==> src/rtl/cpc_ram_pkg.sv <==
// Shared types and the block-to-page mapping table for the CPC RAM bank controller.
package cpc_ram_pkg;

    typedef enum logic [2:0] {
        MODE_0, MODE_1, MODE_2, MODE_3, MODE_4, MODE_5, MODE_6, MODE_7
    } mode_t;

    typedef enum logic [1:0] {
        WR_IDLE,
        WR_LATCH,
        WR_HOLD
    } wr_state_t;

    typedef enum logic [1:0] {
        WT_IDLE,
        WT_WAIT,
        WT_DONE
    } wt_state_t;

    localparam logic [1:0] PORT_ID = 2'b11;

    // Returns {hit, page}; blk 1 remap of mode 3 is deliberately left internal.
    function automatic logic [2:0] map_page(input mode_t mode, input logic [1:0] blk);
        logic [2:0] res;
        res = 3'b000;
        case (mode)
            MODE_1, MODE_3: res = {blk == 2'd3, 2'd3};
            MODE_2:         res = {1'b1, blk};
            MODE_4, MODE_5, MODE_6, MODE_7:
                            res = {blk == 2'd1, mode[1:0]};
            default:        res = 3'b000;
        endcase
        return res;
    endfunction

endpackage

==> src/rtl/cpc_ram_bank_ctrl_if.sv <==
// CPC expansion bus as seen by the RAM bank controller: Z80 side in, SRAM/CPC side out.
interface cpc_ram_bank_ctrl_if #(parameter int BANK_BITS = 3);

    logic                 BUSRESET_B;
    logic [15:0]          A;
    logic [7:0]           D_IN;
    logic [7:0]           D_OUT;
    logic                 D_OE;
    logic                 MREQ_B;
    logic                 IOREQ_B;
    logic                 RD_B;
    logic                 WR_B;
    logic                 M1_B;
    logic                 RAMRD_B;
    logic [BANK_BITS+1:0] HIADR;
    logic                 RAMCS_B;
    logic                 RAMOE_B;
    logic                 RAMWE_B;
    logic                 RAMDIS;
    logic                 READY_PD;

    modport master (
        output BUSRESET_B, A, D_IN, MREQ_B, IOREQ_B, RD_B, WR_B, M1_B, RAMRD_B,
        input  D_OUT, D_OE, HIADR, RAMCS_B, RAMOE_B, RAMWE_B, RAMDIS, READY_PD
    );

    modport slave (
        input  BUSRESET_B, A, D_IN, MREQ_B, IOREQ_B, RD_B, WR_B, M1_B, RAMRD_B,
        output D_OUT, D_OE, HIADR, RAMCS_B, RAMOE_B, RAMWE_B, RAMDIS, READY_PD
    );

endinterface

==> src/rtl/cpc_ram_wait_gen.sv <==
// READY wait-state generator: holds READY low for WAIT_CYCLES clocks per mapped access.
//   state   | meaning
//   WT_IDLE | no mapped access seen yet in this MREQ cycle
//   WT_WAIT | pulling READY low, down-counter running
//   WT_DONE | wait served, waiting for MREQ_B to rise
module cpc_ram_wait_gen
    import cpc_ram_pkg::*;
#(
    parameter int WAIT_CYCLES = 0
) (
    input  logic CLK,
    input  logic RESET_B,
    input  logic BUSRESET_B,
    input  logic MREQ_B,
    input  logic mapped,
    output logic ready_pd
);

    generate
        if (WAIT_CYCLES == 0) begin : g_nowait
            logic unused_ok;
            assign unused_ok = ^{CLK, RESET_B, BUSRESET_B, MREQ_B, mapped};
            assign ready_pd  = 1'b0;
        end else begin : g_wait
            wt_state_t  state;
            wt_state_t  state_nxt;
            logic [2:0] cnt;
            logic [2:0] cnt_nxt;

            always_ff @(posedge CLK or negedge RESET_B) begin
                if (!RESET_B) begin
                    state <= WT_IDLE;
                    cnt   <= 3'd0;
                end else if (!BUSRESET_B) begin
                    state <= WT_IDLE;
                    cnt   <= 3'd0;
                end else begin
                    state <= state_nxt;
                    cnt   <= cnt_nxt;
                end
            end

            always_comb begin
                state_nxt = state;
                cnt_nxt   = cnt;
                case (state)
                    WT_IDLE: begin
                        if (mapped) begin
                            state_nxt = WT_WAIT;
                            cnt_nxt   = 3'(WAIT_CYCLES - 1);
                        end
                    end
                    WT_WAIT: begin
                        // A vanished MREQ must never leave READY stuck low.
                        if (MREQ_B) begin
                            state_nxt = WT_IDLE;
                            cnt_nxt   = 3'd0;
                        end else if (cnt == 3'd0) begin
                            state_nxt = WT_DONE;
                        end else begin
                            cnt_nxt = cnt - 3'd1;
                        end
                    end
                    WT_DONE: begin
                        if (MREQ_B) begin
                            state_nxt = WT_IDLE;
                        end
                    end
                    default: begin
                        state_nxt = WT_IDLE;
                        cnt_nxt   = 3'd0;
                    end
                endcase
            end

            assign ready_pd = (state == WT_WAIT);
        end
    endgenerate

endmodule

==> src/rtl/cpc_ram_bank_ctrl.sv <==
// CPC RAM expansion controller: captures &7Fxx RAM config writes, maps Z80 memory cycles to SRAM.
// Optional config readback on IN &7Fxx is enabled by defining CPC_RAM_READBACK_EN.
//   state    | meaning
//   WR_IDLE  | waiting for a config port write
//   WR_LATCH | config captured into the pending registers
//   WR_HOLD  | mapping updated, waiting for IOREQ_B to rise
module cpc_ram_bank_ctrl
    import cpc_ram_pkg::*;
#(
    parameter int BANK_BITS   = 3,
    parameter int WAIT_CYCLES = 0
) (
    input  logic                CLK,
    input  logic                RESET_B,
    cpc_ram_bank_ctrl_if.slave  bus
);

    localparam int HW = BANK_BITS + 2;

    wr_state_t              wr_state;
    wr_state_t              wr_nxt;
    mode_t                  mode;
    mode_t                  pend_mode;
    logic [BANK_BITS-1:0]   bank;
    logic [BANK_BITS-1:0]   pend_bank;
    logic [BANK_BITS-1:0]   bank_new;
    logic                   iowr;
    logic                   hit;
    logic [1:0]             page;
    logic                   mapped;
    logic [HW-1:0]          hiadr_map;
    logic [HW-1:0]          hiadr_q;
    logic                   ready_pd;
    logic                   unused_ok;

    assign iowr = !bus.IOREQ_B && !bus.WR_B && !bus.A[15] && bus.M1_B
                  && (bus.D_IN[7:6] == PORT_ID);

    // Upper bank bits come inverted from A8 upwards, as on the 6128 expansion boards.
    always_comb begin
        bank_new      = '0;
        bank_new[2:0] = bus.D_IN[5:3];
        for (int i = 3; i < BANK_BITS; i++) begin
            bank_new[i] = ~bus.A[i + 5];
        end
    end

    always_ff @(posedge CLK or negedge RESET_B) begin
        if (!RESET_B) begin
            wr_state  <= WR_IDLE;
            mode      <= MODE_0;
            bank      <= '0;
            pend_mode <= MODE_0;
            pend_bank <= '0;
        end else if (!bus.BUSRESET_B) begin
            wr_state  <= WR_IDLE;
            mode      <= MODE_0;
            bank      <= '0;
            pend_mode <= MODE_0;
            pend_bank <= '0;
        end else begin
            wr_state <= wr_nxt;
            if (wr_state == WR_IDLE && iowr) begin
                pend_mode <= mode_t'(bus.D_IN[2:0]);
                pend_bank <= bank_new;
            end
            if (wr_state == WR_LATCH) begin
                mode <= pend_mode;
                bank <= pend_bank;
            end
        end
    end

    always_comb begin
        wr_nxt = wr_state;
        case (wr_state)
            WR_IDLE:  if (iowr) wr_nxt = WR_LATCH;
            WR_LATCH: wr_nxt = WR_HOLD;
            WR_HOLD:  if (bus.IOREQ_B) wr_nxt = WR_IDLE;
            default:  wr_nxt = WR_IDLE;
        endcase
    end

    assign {hit, page} = map_page(mode, bus.A[15:14]);
    // A port write seen alongside MREQ keeps the SRAM quiet.
    assign mapped      = !bus.MREQ_B && hit && !iowr;
    assign hiadr_map   = {bank, page};

    always_ff @(posedge CLK or negedge RESET_B) begin
        if (!RESET_B) begin
            hiadr_q <= '0;
        end else if (!bus.BUSRESET_B) begin
            hiadr_q <= '0;
        end else if (mapped) begin
            hiadr_q <= hiadr_map;
        end
    end

    assign bus.HIADR   = mapped ? hiadr_map : hiadr_q;
    assign bus.RAMCS_B = !mapped;
    assign bus.RAMOE_B = mapped ? (bus.RD_B | bus.RAMRD_B) : 1'b1;
    assign bus.RAMWE_B = mapped ? bus.WR_B : 1'b1;
    assign bus.RAMDIS  = mapped;

    cpc_ram_wait_gen #(
        .WAIT_CYCLES (WAIT_CYCLES)
    ) u_wait_gen (
        .CLK        (CLK),
        .RESET_B    (RESET_B),
        .BUSRESET_B (bus.BUSRESET_B),
        .MREQ_B     (bus.MREQ_B),
        .mapped     (mapped),
        .ready_pd   (ready_pd)
    );

    assign bus.READY_PD = ready_pd;

`ifdef CPC_RAM_READBACK_EN
    logic       iord;
    logic       d_oe_q;
    logic [7:0] d_out_q;

    assign iord = !bus.IOREQ_B && !bus.RD_B && !bus.A[15] && bus.M1_B;

    always_ff @(posedge CLK or negedge RESET_B) begin
        if (!RESET_B) begin
            d_oe_q  <= 1'b0;
            d_out_q <= 8'h00;
        end else if (!bus.BUSRESET_B) begin
            d_oe_q  <= 1'b0;
            d_out_q <= 8'h00;
        end else begin
            d_oe_q  <= iord;
            d_out_q <= iord ? {PORT_ID, bank[2:0], mode} : 8'h00;
        end
    end

    assign bus.D_OE  = d_oe_q;
    assign bus.D_OUT = d_out_q;
`else
    assign bus.D_OE  = 1'b0;
    assign bus.D_OUT = 8'h00;
`endif

    assign unused_ok = ^bus.A[13:0];

endmodule
==> src/flat_wrapper.sv <==
// flat-port wrapper written by rule: the top's interface ports become plain ports
module cpc_ram_bank_ctrl_flat import cpc_ram_pkg::*;
#(
    parameter int BANK_BITS   = 3,
    parameter int WAIT_CYCLES = 0
)
  (CLK, RESET_B, bus_BUSRESET_B, bus_A, bus_D_IN, bus_MREQ_B, bus_IOREQ_B, bus_RD_B, bus_WR_B, bus_M1_B, bus_RAMRD_B, bus_D_OUT, bus_D_OE, bus_HIADR, bus_RAMCS_B, bus_RAMOE_B, bus_RAMWE_B, bus_RAMDIS, bus_READY_PD);
  cpc_ram_bank_ctrl_if #(.BANK_BITS(BANK_BITS)) bus_i ();
  input  logic CLK;
  input  logic RESET_B;
  input wire logic [$bits(bus_i.BUSRESET_B)-1:0] bus_BUSRESET_B;
  input wire logic [$bits(bus_i.A)-1:0] bus_A;
  input wire logic [$bits(bus_i.D_IN)-1:0] bus_D_IN;
  input wire logic [$bits(bus_i.MREQ_B)-1:0] bus_MREQ_B;
  input wire logic [$bits(bus_i.IOREQ_B)-1:0] bus_IOREQ_B;
  input wire logic [$bits(bus_i.RD_B)-1:0] bus_RD_B;
  input wire logic [$bits(bus_i.WR_B)-1:0] bus_WR_B;
  input wire logic [$bits(bus_i.M1_B)-1:0] bus_M1_B;
  input wire logic [$bits(bus_i.RAMRD_B)-1:0] bus_RAMRD_B;
  output wire logic [$bits(bus_i.D_OUT)-1:0] bus_D_OUT;
  output wire logic [$bits(bus_i.D_OE)-1:0] bus_D_OE;
  output wire logic [$bits(bus_i.HIADR)-1:0] bus_HIADR;
  output wire logic [$bits(bus_i.RAMCS_B)-1:0] bus_RAMCS_B;
  output wire logic [$bits(bus_i.RAMOE_B)-1:0] bus_RAMOE_B;
  output wire logic [$bits(bus_i.RAMWE_B)-1:0] bus_RAMWE_B;
  output wire logic [$bits(bus_i.RAMDIS)-1:0] bus_RAMDIS;
  output wire logic [$bits(bus_i.READY_PD)-1:0] bus_READY_PD;
  assign bus_i.BUSRESET_B = bus_BUSRESET_B;
  assign bus_i.A = bus_A;
  assign bus_i.D_IN = bus_D_IN;
  assign bus_i.MREQ_B = bus_MREQ_B;
  assign bus_i.IOREQ_B = bus_IOREQ_B;
  assign bus_i.RD_B = bus_RD_B;
  assign bus_i.WR_B = bus_WR_B;
  assign bus_i.M1_B = bus_M1_B;
  assign bus_i.RAMRD_B = bus_RAMRD_B;
  assign bus_D_OUT = bus_i.D_OUT;
  assign bus_D_OE = bus_i.D_OE;
  assign bus_HIADR = bus_i.HIADR;
  assign bus_RAMCS_B = bus_i.RAMCS_B;
  assign bus_RAMOE_B = bus_i.RAMOE_B;
  assign bus_RAMWE_B = bus_i.RAMWE_B;
  assign bus_RAMDIS = bus_i.RAMDIS;
  assign bus_READY_PD = bus_i.READY_PD;
  cpc_ram_bank_ctrl #(.BANK_BITS(BANK_BITS), .WAIT_CYCLES(WAIT_CYCLES)) u_core (.CLK(CLK), .RESET_B(RESET_B), .bus(bus_i));
endmodule
==> config.mk <==
export PLATFORM = sky130hd
export DESIGN_NAME = cpc_ram_bank_ctrl_flat
export DESIGN_NICKNAME = d
export VERILOG_FILES = /design/src/rtl/cpc_ram_pkg.sv /design/src/rtl/cpc_ram_bank_ctrl_if.sv /design/src/rtl/cpc_ram_wait_gen.sv /design/src/rtl/cpc_ram_bank_ctrl.sv /design/src/flat_wrapper.sv
export SDC_FILE = /design/constraint.sdc
export NUM_CORES = 1
export LEC_CHECK = 0
export CORE_MARGIN = 2
export CORE_UTILIZATION = 30
export CTS_CLUSTER_SIZE = 16
export DETAILED_ROUTE_END_ITERATION = 7
export HOLD_SLACK_MARGIN = 0.12
export PLACE_DENSITY = 0.62
export SLEW_MARGIN = 25
export SYNTH_ARGS = -nofsm -noshare
export SYNTH_HDL_FRONTEND = slang
export SYNTH_SLANG_ARGS = --single-unit
==> constraint.sdc <==
create_clock -name CLK -period 1.9 [get_ports CLK]
set_clock_uncertainty 0.2 [all_clocks]
set_input_delay 0.19 -clock CLK [delete_from_list [all_inputs] [get_ports CLK]]
set_output_delay 0.19 -clock CLK [all_outputs]
set_load 0.03 [all_outputs]
==> impl_results.md <==
- Ys Warns: 0
- Vias in the first global route: 821
- Sw Share: between 20% and 30%
- Total core area: 3340 sq um
- Total GRT Usage: 11.5%
- Setup slack at placement: -0.926 ns
- Design Area, Final: 1510 sq um
- Syn Area/Cell: 10.2 sq um
- Outcome: finished with violations
- Cells after synthesis: 102
- Area grow syn2layout: 45.1%
- Critical Path RT: around 1.5 ns
- Die Span Y: 62.9 um
- Primary FF master, synth: dfrtp_1
- Pwr dens: roughly 470 nW/um^2
- Internal Dissipation: between 0.0005 and 0.0006 W
- WS Path Type: reg -> out
- Number of port buffers: 27
- Detailed-route wire length: 2050 um
- Root Buffer: clkbuf_4
- Area occupied by multi-input gates: 503 sq um
- CTS tree: yes
- Clock network power share: 29.4%
- Fill cells: around 330
- CP Capture Type: output pin
- Synth unique cells: 23
- First-pass DRT Iterations: 4
- First-pass GRT wire length: ~3500 um
- Post-route ant nets: 0
- Pin count of the biggest net entering global routing: 20
- Share of cells above drive strength 1: 27.2%
- Clock Latency Late Sink: a little over 0.3 ns
- Post-Syn Area: about 1000 sq um
- Final setup violation count: 8
- Share of power burned in registers: 56.7%
- DR vias/cell: 4.26
- Post-route minimum period: 2.16 ns
- DR WL/cell: 10.6 um
- Fmax: 463 MHz
- Period utilization: 114%
- Fin. max-slew vios: 0
- P_sw: 0.000187 W
- Grt ovf: 0
- Initial Util: 31.2%
- Inserted Diodes: 0
- Antenna violations before repair: 0
- I/O pin cnt: 52
- Post-synthesis register bit count: 19
- Residual DRC count: 0
- Unrepaired setup endpoints after global routing: true
- H-Tree Depth: 1
- Seq. cell area: 475 sq um
- Worst path arrival time: roughly 1.8 ns
- Leakage: 0.760 nW
- Initial drt markers: 11
- Num Clock Sinks: 19
- Peak VDD IR: just under 0.3 mV
- Site row count: 21
- Final Hold Vio Count: 0
- Combinational power share: 13.9%
- Routed via count: 822
- Maximum fanout along the worst path: 5
- Num CTS Buffers: 3
- RD Place Congestion: 0.687
- Clock tree buffer depth: 2
- Final nets: 181
- Die Wd: 62.9 um
- Total die area: 3960 sq um
- Async SR Flop Fraction: 100%
- CTS clock-pin slew for the worst setup and hold paths: 0.12 ns
- Failing checks: negative setup slack
- Final WS setup: -0.258 ns
- CP startpoint kind: register
- Min-delay worst type: in -> reg
- Post-synth EDFFs: 0
- Seq/Total Area, Yosys: around 46%
- Post-DP Area: 1430 sq um
- Max cap viols: 0
- HPWL Detailed: 1640 um
[synthesized netlist by cell type, types with 3 or more instances]
| library cell | number | area [sq um] |
|---|---|---|
| dfrtp_1 | 19 | 475 |
| mux2_2 | 3 | 33.8 |
| clkbuf_1 | 3 | 11.3 |
| o21ai_0 | 3 | 15.0 |
| buf_4 | 10 | 75.1 |
| nor2_1 | 17 | 63.8 |
| nand2_1 | 11 | 41.3 |
| mux2i_1 | 16 | 160 |
[layout by cell type, fill, tap and decap left out, drive strengths merged]
cell | netlist | final
nand2b | 2 | 2
nor3b | 1 | 1
nor4b | 1 | 1
clkdlybuf4s50 | 0 | 15
or3 | 1 | 1
nand2 | 11 | 11
clkbuf | 3 | 3
dlygate4sd2 | 0 | 3
nand3 | 1 | 1
dfrtp | 19 | 19
inv | 3 | 3
buf | 11 | 27
conb | 1 | 10
a211o | 1 | 1
and3 | 2 | 2
a21oi | 2 | 2
nor2 | 17 | 17
dlygate4sd3 | 0 | 1
nand4 | 1 | 1
mux2 | 5 | 5
o21ai | 3 | 3
clkinv | 0 | 1
nor2b | 1 | 1
mux2i | 16 | 16
[metal layers]
layer | vias up | part of all wire, % | global-route usage [%]
met5 | - | 0 | 0
met4 | 0 | 2.1 | 6.67
met3 | 4 | 5.6 | 2.16
met2 | 26 | 49 | 20.1
met1 | 382 | 43 | 12.9
li1 | 410 | - | -
[critical path, stage by stage, from the launching register on]
cell and delay [ns]:
dfrtp_1 0.40, and3_1 0.14, a211o_1 0.22, and3_4 0.19
inv_8 0.07, mux2_4 0.30, buf_6 0.14
[path summary, 6_finish.rpt]
check | slack, ns | end | depth (start not counted) | startpoint
worst max-delay path | -0.26 | bus_HIADR[2] | 6 | u_core.mode[0]
worst min-delay path | 0.26 | u_core.pend_bank[1] | 3 | bus_D_IN[4]
worst max register to register | 0.10 | u_core.hiadr_q[1] | 8 | u_core.mode[0]
worst min register to register | 0.32 | u_core.mode[0] | 2 | u_core.pend_mode[0]
max in group asynchronous | 0.76 | u_core.mode[1] | 3 | RESET_B
min in group asynchronous | 0.53 | u_core.pend_bank[2] | 3 | RESET_B
[flip-flops by register name, summed over array words and instances (netlist names)]
register	cells
u_core.bank	3
u_core.pend_bank	3
u_core.pend_mode	3
u_core.mode	3
u_core.wr_state	2
u_core.hiadr_q	5
[stage by stage]
step | util (%) | power (W) | cells | hold WS, ns | TNS [ns]
final | 45.3 | 0.000716 | 193 | 0.264 | -1.57
after global routing | 45.3 | 0.000749 | 193 | 0.260 | -2.27
after CTS | 44.4 | 0.000722 | 191 | 0.268 | -1.55
after detailed placement | 42.7 | 0.000515 | 185 | 0.315 | -8.19
after global placement | 42.7 | 0.000514 | 185 | 0.305 | -7.15
after floorplan | - | 0.000469 | 111 | -0.306 | 0
[power groups by stage]
stage,Sequential [W],Clock [W],Combinational [W]
detailed placement,0.000414,0,0.000101
finish,0.000406,0.000210,0.0000996
global route,0.000406,0.000235,0.000108
global placement,0.000414,0,0.000100
floorplan,0.000414,0,0.0000556
CTS,0.000406,0.000215,0.000101
[cell type report]
cell class,instances,area share [%]
clock buffers,3,1.49
clock inverters,1,0.331
inverters,3,1.24
multi-input cells,75,33.3
flip-flops and latches,19,31.4
well taps,46,3.80
repair buffers,46,28.5
[repair_timing]
item | 4_1_cts | 5_1_grt
cloned | 0 | 0
setup endpoints to repair | 9 | 9
hold endpoints to repair | 19 | 0
pin swaps | 2 | 0
resized for setup | 48 | 4
hold buffers | 1 | 0
buffers inserted | 1 | 2
[cells by family after synthesis]
| family | Yosys count | synth area share, % |
|---|---|---|
| other | 1 | 0.360 |
| AO/OA/AOI/OAI | 6 | 3.24 |
| multiplexers | 21 | 21.5 |
| flip-flops | 19 | 45.6 |
| AND/OR/NAND/NOR | 38 | 18.4 |
| buffers and inverters | 17 | 10.9 |
(Power assumes the default switching activity.)
